===== src/rtl/sram_mem_ctrl_pkg.sv =====
// Shared definitions for the MEM-stage to 16-bit SRAM controller.
// Latency: n/a (types and constants only).
// Backpressure: n/a.
package sram_mem_ctrl_pkg;

  // Controller states; the encodings are fixed so debug probes can decode them.
  typedef enum logic [1:0] {
    S_IDLE = 2'd0,
    S_LOW  = 2'd1,
    S_HIGH = 2'd2,
    S_DONE = 2'd3
  } state_t;

  // Byte address that maps onto SRAM halfword 0.
  localparam int DEF_ADDR_BASE = 1024;

  // SRAM data bus width.
  localparam int SRAM_DW = 16;

  // Beat counter width; covers wait counts 0..15.
  localparam int BEAT_CW = 4;

endpackage


===== src/rtl/sram_mem_ctrl_if.sv =====
// MEM-stage request/response bundle for the SRAM controller.
// Latency: n/a (wiring only).
// Backpressure: master holds its request fields while ready is low.
interface sram_mem_ctrl_if;

  logic        wr_en;
  logic        rd_en;
  logic [31:0] address;
  logic [31:0] write_data;
  logic [31:0] read_data;
  logic        ready;

  // MEM stage side
  modport master (
    output wr_en, rd_en, address, write_data,
    input  read_data, ready
  );

  // Controller side
  modport slave (
    input  wr_en, rd_en, address, write_data,
    output read_data, ready
  );

endinterface


===== src/rtl/sram_mem_ctrl_beat_timer.sv =====
// Loadable down-counter timing one SRAM beat.
// Latency: last asserts WAIT_CYCLES cycles after load.
// Backpressure: none; free-running once loaded.
module beat_timer
  import sram_mem_ctrl_pkg::*;
#(
  parameter int WAIT_CYCLES = 2
) (
  input  logic clk,
  input  logic rst,
  input  logic load,
  output logic last
);

  localparam logic [BEAT_CW-1:0] LOAD_VAL = BEAT_CW'(WAIT_CYCLES);

  logic [BEAT_CW-1:0] cnt;

  // Reload at the start of each beat, then count down and park at zero.
  always_ff @(posedge clk or negedge rst) begin
    if (!rst) begin
      cnt <= '0;
    end else if (load) begin
      cnt <= LOAD_VAL;
    end else if (cnt != '0) begin
      cnt <= cnt - BEAT_CW'(1);
    end
  end

  assign last = (cnt == '0);

endmodule


===== src/rtl/sram_mem_ctrl.sv =====
// Splits each 32-bit MEM-stage load/store into two 16-bit SRAM beats (optional stats: SRAM_MEM_CTRL_STATS_EN).
// Latency: request sampled at edge 0, DONE in cycle 2*(WAIT_CYCLES+1)+1, ready high only then.
// Backpressure: ready low while an access is in flight; request inputs ignored outside IDLE.
module sram_mem_ctrl
  import sram_mem_ctrl_pkg::*;
#(
  parameter int WAIT_CYCLES = 2,
  parameter int ADDR_BASE   = DEF_ADDR_BASE,
  parameter int SRAM_AW     = 18
) (
  input  logic               clk,
  input  logic               rst,
  sram_mem_ctrl_if.slave     mem,
  output logic [SRAM_AW-1:0] sram_addr,
  output logic [SRAM_DW-1:0] sram_dq_out,
  input  logic [SRAM_DW-1:0] sram_dq_in,
  output logic               sram_dq_oe,
  output logic               sram_we_n,
  output logic [31:0]        stat_reads,
  output logic [31:0]        stat_writes,
  output logic [31:0]        stat_stall
);

  localparam int IW = SRAM_AW - 1;

  state_t             state, state_nxt;
  logic               req;
  logic               beat_load;
  logic               beat_last;
  logic               op_wr;
  logic [SRAM_DW-1:0] wdata_hi;
  logic [IW-1:0]      idx;

  assign req = mem.wr_en | mem.rd_en;

  // Word index relative to the SRAM window; out-of-range addresses wrap.
  assign idx = IW'((mem.address - 32'(ADDR_BASE)) >> 2);

  beat_timer #(
    .WAIT_CYCLES (WAIT_CYCLES)
  ) u_beat_timer (
    .clk  (clk),
    .rst  (rst),
    .load (beat_load),
    .last (beat_last)
  );

  // State register.
  always_ff @(posedge clk or negedge rst) begin
    if (!rst) begin
      state <= S_IDLE;
    end else begin
      state <= state_nxt;
    end
  end

  // Next-state and beat timer reload; each beat starts with a reload.
  always_comb begin
    state_nxt = state;
    beat_load = 1'b0;
    case (state)
      S_IDLE: begin
        if (req) begin
          state_nxt = S_LOW;
          beat_load = 1'b1;
        end
      end
      S_LOW: begin
        if (beat_last) begin
          state_nxt = S_HIGH;
          beat_load = 1'b1;
        end
      end
      S_HIGH: begin
        if (beat_last) begin
          state_nxt = S_DONE;
        end
      end
      S_DONE:  state_nxt = S_IDLE;
      default: state_nxt = S_IDLE;
    endcase
  end

  // Pipeline may advance when idle with nothing asked, or as the access completes.
  assign mem.ready = (state == S_IDLE) ? ~req : (state == S_DONE);

  // SRAM pad drive and read capture; pad outputs change only at beat boundaries.
  always_ff @(posedge clk or negedge rst) begin
    if (!rst) begin
      op_wr         <= 1'b0;
      wdata_hi      <= '0;
      sram_addr     <= '0;
      sram_dq_out   <= '0;
      sram_dq_oe    <= 1'b0;
      sram_we_n     <= 1'b1;
      mem.read_data <= '0;
    end else begin
      case (state)
        S_IDLE: begin
          if (req) begin
            // Write wins when both requests are raised together.
            op_wr     <= mem.wr_en;
            wdata_hi  <= mem.write_data[31:16];
            sram_addr <= {idx, 1'b0};
            if (mem.wr_en) begin
              sram_dq_out <= mem.write_data[15:0];
              sram_dq_oe  <= 1'b1;
              sram_we_n   <= 1'b0;
            end else begin
              sram_dq_oe  <= 1'b0;
              sram_we_n   <= 1'b1;
            end
          end
        end
        S_LOW: begin
          if (beat_last) begin
            sram_addr[0] <= 1'b1;
            if (op_wr) begin
              sram_dq_out <= wdata_hi;
            end else begin
              mem.read_data[15:0] <= sram_dq_in;
            end
          end
        end
        S_HIGH: begin
          if (beat_last) begin
            if (!op_wr) begin
              mem.read_data[31:16] <= sram_dq_in;
            end
            sram_dq_oe <= 1'b0;
            sram_we_n  <= 1'b1;
          end
        end
        default: ;
      endcase
    end
  end

`ifdef SRAM_MEM_CTRL_STATS_EN
  logic [31:0] reads_q, writes_q, stall_q;

  // Completed-op counters bump on entry to DONE; stall counts the LOW/HIGH
  // cycles the controller owns (the IDLE cycle presenting the request is not counted).
  always_ff @(posedge clk or negedge rst) begin
    if (!rst) begin
      reads_q  <= '0;
      writes_q <= '0;
      stall_q  <= '0;
    end else begin
      if (state == S_HIGH && beat_last) begin
        if (op_wr) begin
          writes_q <= writes_q + 32'd1;
        end else begin
          reads_q <= reads_q + 32'd1;
        end
      end
      if (state == S_LOW || state == S_HIGH) begin
        stall_q <= stall_q + 32'd1;
      end
    end
  end

  assign stat_reads  = reads_q;
  assign stat_writes = writes_q;
  assign stat_stall  = stall_q;
`else
  assign stat_reads  = '0;
  assign stat_writes = '0;
  assign stat_stall  = '0;
`endif

endmodule


===== src/flat_wrapper.sv =====
// flat-port wrapper written by rule: the top's interface ports become plain ports
module sram_mem_ctrl_flat import sram_mem_ctrl_pkg::*;
#(
  parameter int WAIT_CYCLES = 2,
  parameter int ADDR_BASE   = DEF_ADDR_BASE,
  parameter int SRAM_AW     = 18
)
  (clk, rst, sram_addr, sram_dq_out, sram_dq_in, sram_dq_oe, sram_we_n, stat_reads, stat_writes, stat_stall, mem_wr_en, mem_rd_en, mem_address, mem_write_data, mem_read_data, mem_ready);
  sram_mem_ctrl_if mem_i ();
  input  logic clk;
  input  logic rst;
  output logic [SRAM_AW-1:0] sram_addr;
  output logic [SRAM_DW-1:0] sram_dq_out;
  input  logic [SRAM_DW-1:0] sram_dq_in;
  output logic sram_dq_oe;
  output logic sram_we_n;
  output logic [31:0] stat_reads;
  output logic [31:0] stat_writes;
  output logic [31:0] stat_stall;
  input wire logic [$bits(mem_i.wr_en)-1:0] mem_wr_en;
  input wire logic [$bits(mem_i.rd_en)-1:0] mem_rd_en;
  input wire logic [$bits(mem_i.address)-1:0] mem_address;
  input wire logic [$bits(mem_i.write_data)-1:0] mem_write_data;
  output wire logic [$bits(mem_i.read_data)-1:0] mem_read_data;
  output wire logic [$bits(mem_i.ready)-1:0] mem_ready;
  assign mem_i.wr_en = mem_wr_en;
  assign mem_i.rd_en = mem_rd_en;
  assign mem_i.address = mem_address;
  assign mem_i.write_data = mem_write_data;
  assign mem_read_data = mem_i.read_data;
  assign mem_ready = mem_i.ready;
  sram_mem_ctrl #(.WAIT_CYCLES(WAIT_CYCLES), .ADDR_BASE(ADDR_BASE), .SRAM_AW(SRAM_AW)) u_core (.clk(clk), .rst(rst), .mem(mem_i), .sram_addr(sram_addr), .sram_dq_out(sram_dq_out), .sram_dq_in(sram_dq_in), .sram_dq_oe(sram_dq_oe), .sram_we_n(sram_we_n), .stat_reads(stat_reads), .stat_writes(stat_writes), .stat_stall(stat_stall));
endmodule

===== config.mk =====
export PLATFORM = sky130hd
export DESIGN_NAME = sram_mem_ctrl_flat
export DESIGN_NICKNAME = d
export VERILOG_FILES = /design/src/rtl/sram_mem_ctrl_pkg.sv /design/src/rtl/sram_mem_ctrl_if.sv /design/src/rtl/sram_mem_ctrl_beat_timer.sv /design/src/rtl/sram_mem_ctrl.sv /design/src/flat_wrapper.sv
export SDC_FILE = /design/constraint.sdc
export NUM_CORES = 1
export LEC_CHECK = 0
export BUFFER_PORTS_ARGS = -buffer_cell sky130_fd_sc_hd__buf_2
export CORE_MARGIN = 2
export CORE_UTILIZATION = 41
export CTS_CLUSTER_DIAMETER = 150
export DETAILED_ROUTE_END_ITERATION = 10
export MAX_ROUTING_LAYER = met4
export PLACE_DENSITY_LB_ADDON = 0.1
export SYNTH_ARGS = -nofsm -noshare
export SYNTH_HDL_FRONTEND = slang
export SYNTH_HIERARCHICAL = 1
export SYNTH_SLANG_ARGS = --single-unit

===== constraint.sdc =====
create_clock -name clk -period 2 [get_ports clk]
set_clock_uncertainty 0.05 [all_clocks]
set_input_delay 0.6 -clock clk [delete_from_list [all_inputs] [get_ports clk]]
set_output_delay 0.6 -clock clk [all_outputs]
set_load 0.005 [all_outputs]

==> results by group <==
Global routing
  – Number of global-route vias before repair: 3146
  – First-pass GRT wire length: 15.48 mm
  – GRT overflow: 0
  – Initial antenna violation count: 1
  – Gr usage total: 0.1602
  – Largest net degree at the start of global routing: 92

Synthesis
  – Mapped cell area: 4669 um^2
  – Most frequent cell after synthesis: buf_4
  – Ys flop type: dfrtp_1
  – Post-Synth Simple-Gate Area: 0.1048
  – Syn Area/Cell: 10.81 um^2
  – Area fraction of the dominant cell type after synthesis: 0.4823
  – Largest area contributor in the netlist: dfrtp_1
  – Synth cell count leaders: 98 x buf_4, 90 x dfrtp_1, 83 x nand2_1
  – Seq/Total Area, Yosys: 0.4879
  – Post-Synth XOR/XNOR Area: 0.005627
  – Synth Register Bits: 91
  – Yosys warnings: 6
  – Post-synth EDFFs: 0
  – Complex-gate fraction of the synthesized area: 0.04260
  – Largest family of logic cells by synthesized area: buffers and inverters
  – Unique masters post-synth: 38
  – Mapped Cells: 432
  – Synth async-reset ratio: 1.000
  – Synth Area in Adders: 0.02144
  – Synth area leaders: dfrtp_1 48%, buf_4 16%, mux2_2 15%
  – Mux cell area share after synthesis: 0.1608

Die
  – Total die area: 12260 um^2
  – Die Height: 110.7 um
  – Core box area: 10980 um^2
  – # rows: 38
  – Initial core utilization: 0.4252
  – Die Wd: 110.7 um
  – I/O pins: 249

Timing
  – Tmin final: 2.170 ns
  – # setup viols final: 1
  – Max Slew Vio Count: 0
  – Final worst path period share: 1.085
  – Hold Slack: 0.2628 ns
  – Unrepaired setup endpoints after global routing: yes
  – Fmax: 0.4607 GHz
  – Fin. Hold Viols: 0
  – Final worst-path setup slack: -0.1705 ns

Power
  – Power Density: 1518 nW/um^2
  – Maximum VDD drop: 798.6 uV
  – Reg power frac: 0.375
  – Switching share of power: 0.3264
  – Logic gate share of total power: 0.436
  – Sw power: 2835 uW
  – Clock power frac: 0.188
  – Leakage: 0.002977 uW
  – Internal Power: 5850 uW

Outcome
  – Status: complete, but fails checks
  – Failing checks: setup timing

Cells and area
  – Fill cells: 1033
  – Post-layout net count: 682
  – Synthesis-to-finish area growth: 22.53%
  – Layout cells sized above 1: 0.4317
  – Final instance area: 5722 um^2
  – Layout Utilization: 0.5210

Clock tree
  – Clock Latency Late Sink: 0.33 ns
  – CTS root buffer: clkbuf_16
  – Worst-path clk slew: 0.06 ns
  – H-tree lvl count: 3
  – # hold bufs at CTS: 0
  – CTS Buf Count: 9
  – TritonCTS clock tree: built
  – Clock Tree Buf Depth: 2
  – Clock sinks: 91

Worst setup path
  – Worst EP required: 1.35 ns
  – Worst Path Max Fanout: 2
  – WS Path Type: reg2out
  – Crit path DAT: 1.52 ns
  – Reg2Reg Launch Point: u_core/u_beat_timer/cnt[1]$_DFFE_PN0P_
  – Critical Path End Type: primary output
  – Setup crit start: u_core/state[1]$_DFFE_PN0P_
  – Startpoint types: register

Place
  – Placed inst area: 5285 um^2
  – PortBufs: 137
  – Routability-driven placement congestion ratio: 0.7269
  – Worst slack, placed: -0.02638 ns
  – HPWL after DPL: 6.881 mm

Detailed routing
  – Total Wirelength: 9.628 mm
  – # DRC: 0
  – WL per Instance: 13.10 um
  – Vias: 3188
  – Post-DRT Antenna Nets: 0
  – DRT iter0 DRCs: 92
  – TritonRoute pass-1 iters: 4
  – Vias per cell: 4.337

Flow run
  – Maxcap violations: 0

Worst hold path
  – HP Class: in2async
==> cells in the final DEF, fill, tap and decap left out, drive strengths merged, types with 5 or more instances in the layout <==
cell type / synthesis / routed
dfrtp: 90 / 90
o21ai: 9 / 9
a21oi: 8 / 8
buf: 101 / 162
ha: 8 / 8
inv: 9 / 9
clkbuf: 10 / 12
nor2: 10 / 10
conb: 1 / 96
mux2: 64 / 64
a31oi: 5 / 5
nand2: 83 / 83
==> flip-flops by register name, summed over array words and instances, names as in the netlist <==
name and count:
u_core/u_beat_timer/cnt 4, u_core/mem.read_data 32, u_core/sram_dq_out 16, u_core/wdata_hi 16, u_core/state 2, u_core/sram_we_n 1, u_core/sram_dq_oe 1, u_core/op_wr 1
u_core/sram_addr 18
==> metal layers <==
layer,vias to the layer above,wire length [um],GRT usage
met2,139,4561,0.2458
li1,1548,-,-
met1,1494,4258,0.2051
met3,7,732,0.05413
met4,0,77,0.04167
met5,-,0,-
==> cells by family after synthesis <==
| group | Yosys count |
|---|---|
| AO/OA/AOI/OAI | 32 |
| adder cells (fa/ha/maj) | 8 |
| other | 1 |
| buffers and inverters | 120 |
| AND/OR/NAND/NOR | 110 |
| multiplexers | 67 |
| flip-flops | 91 |
| XOR/XNOR | 3 |
==> power groups by stage <==
| stage | logic [uW] | registers [uW] | clock network (uW) |
|---|---|---|---|
| after floorplan | 2150 | 3300 | 0 |
| after global placement | 3410 | 3250 | 0 |
| after detailed placement | 3490 | 3270 | 0 |
| after CTS | 3570 | 3250 | 1700 |
| after global routing | 4240 | 3390 | 1770 |
| final | 3790 | 3260 | 1640 |
==> final cells by class <==
class | instances | area [um^2] | area share
Clock buffer | 11 | 242.7 | 0.04242
Multi-Input combinational cell | 316 | 2004 | 0.3503
Tap cell | 140 | 175.2 | 0.03061
Timing Repair Buffer | 163 | 942.2 | 0.1647
Sequential cell | 91 | 2278 | 0.3982
Inverter | 9 | 33.78 | 0.005904
Antenna cell | 2 | 5.005 | 0.0008747
Clock inverter | 3 | 40.04 | 0.006998
==> path summary, 6_finish.rpt <==
| path | cells after the start | slack (ns) | to |
|---|---|---|---|
| max in group asynchronous | 2 | 1.24 | u_core/sram_we_n$_DFFE_PN1P_ |
| worst max-delay path | 5 | -0.17 | mem_ready |
| worst min-delay path | 2 | 0.26 | u_core/mem.read_data[21]$_DFFE_PN0P_ |
| min in group clk | 3 | 0.40 | u_core/sram_addr[5]$_DFFE_PN0P_ |
| worst max register to register | 7 | 0.09 | u_core/sram_dq_out[14]$_DFFE_PN0P_ |
| worst min register to register | 2 | 0.42 | u_core/wdata_hi[14]$_DFFE_PN0P_ |
==> what timing repair did <==
item | 4_1_cts | 5_1_grt
gates cloned | 0 | 1
setup buffers | 3 | 4
hold endpoints to repair | 0 | 0
resized for setup | 5 | 16
pin swaps | 1 | 3
endpoints found under the setup margin | 1 | 33
==> worst max-delay path: stages (launching register included) <==
cell	delay (ns)
dfrtp_1	0.39
inv_2	0.09
ha_4	0.14
or3b_4	0.39
nand2b_1	0.07
buf_2	0.11
==> through the flow <==
stage               instances  total power [uW]  TNS [ns]
floorplan                 527              5455         0
CTS                       728              8521   -0.1718
global route              734              9402   -0.2413
detailed placement        711              6764  -0.04647
global placement          711              6655  -0.02194
finish                    735              8685   -0.1705
Note: power is estimated with default switching activity, not from simulation.
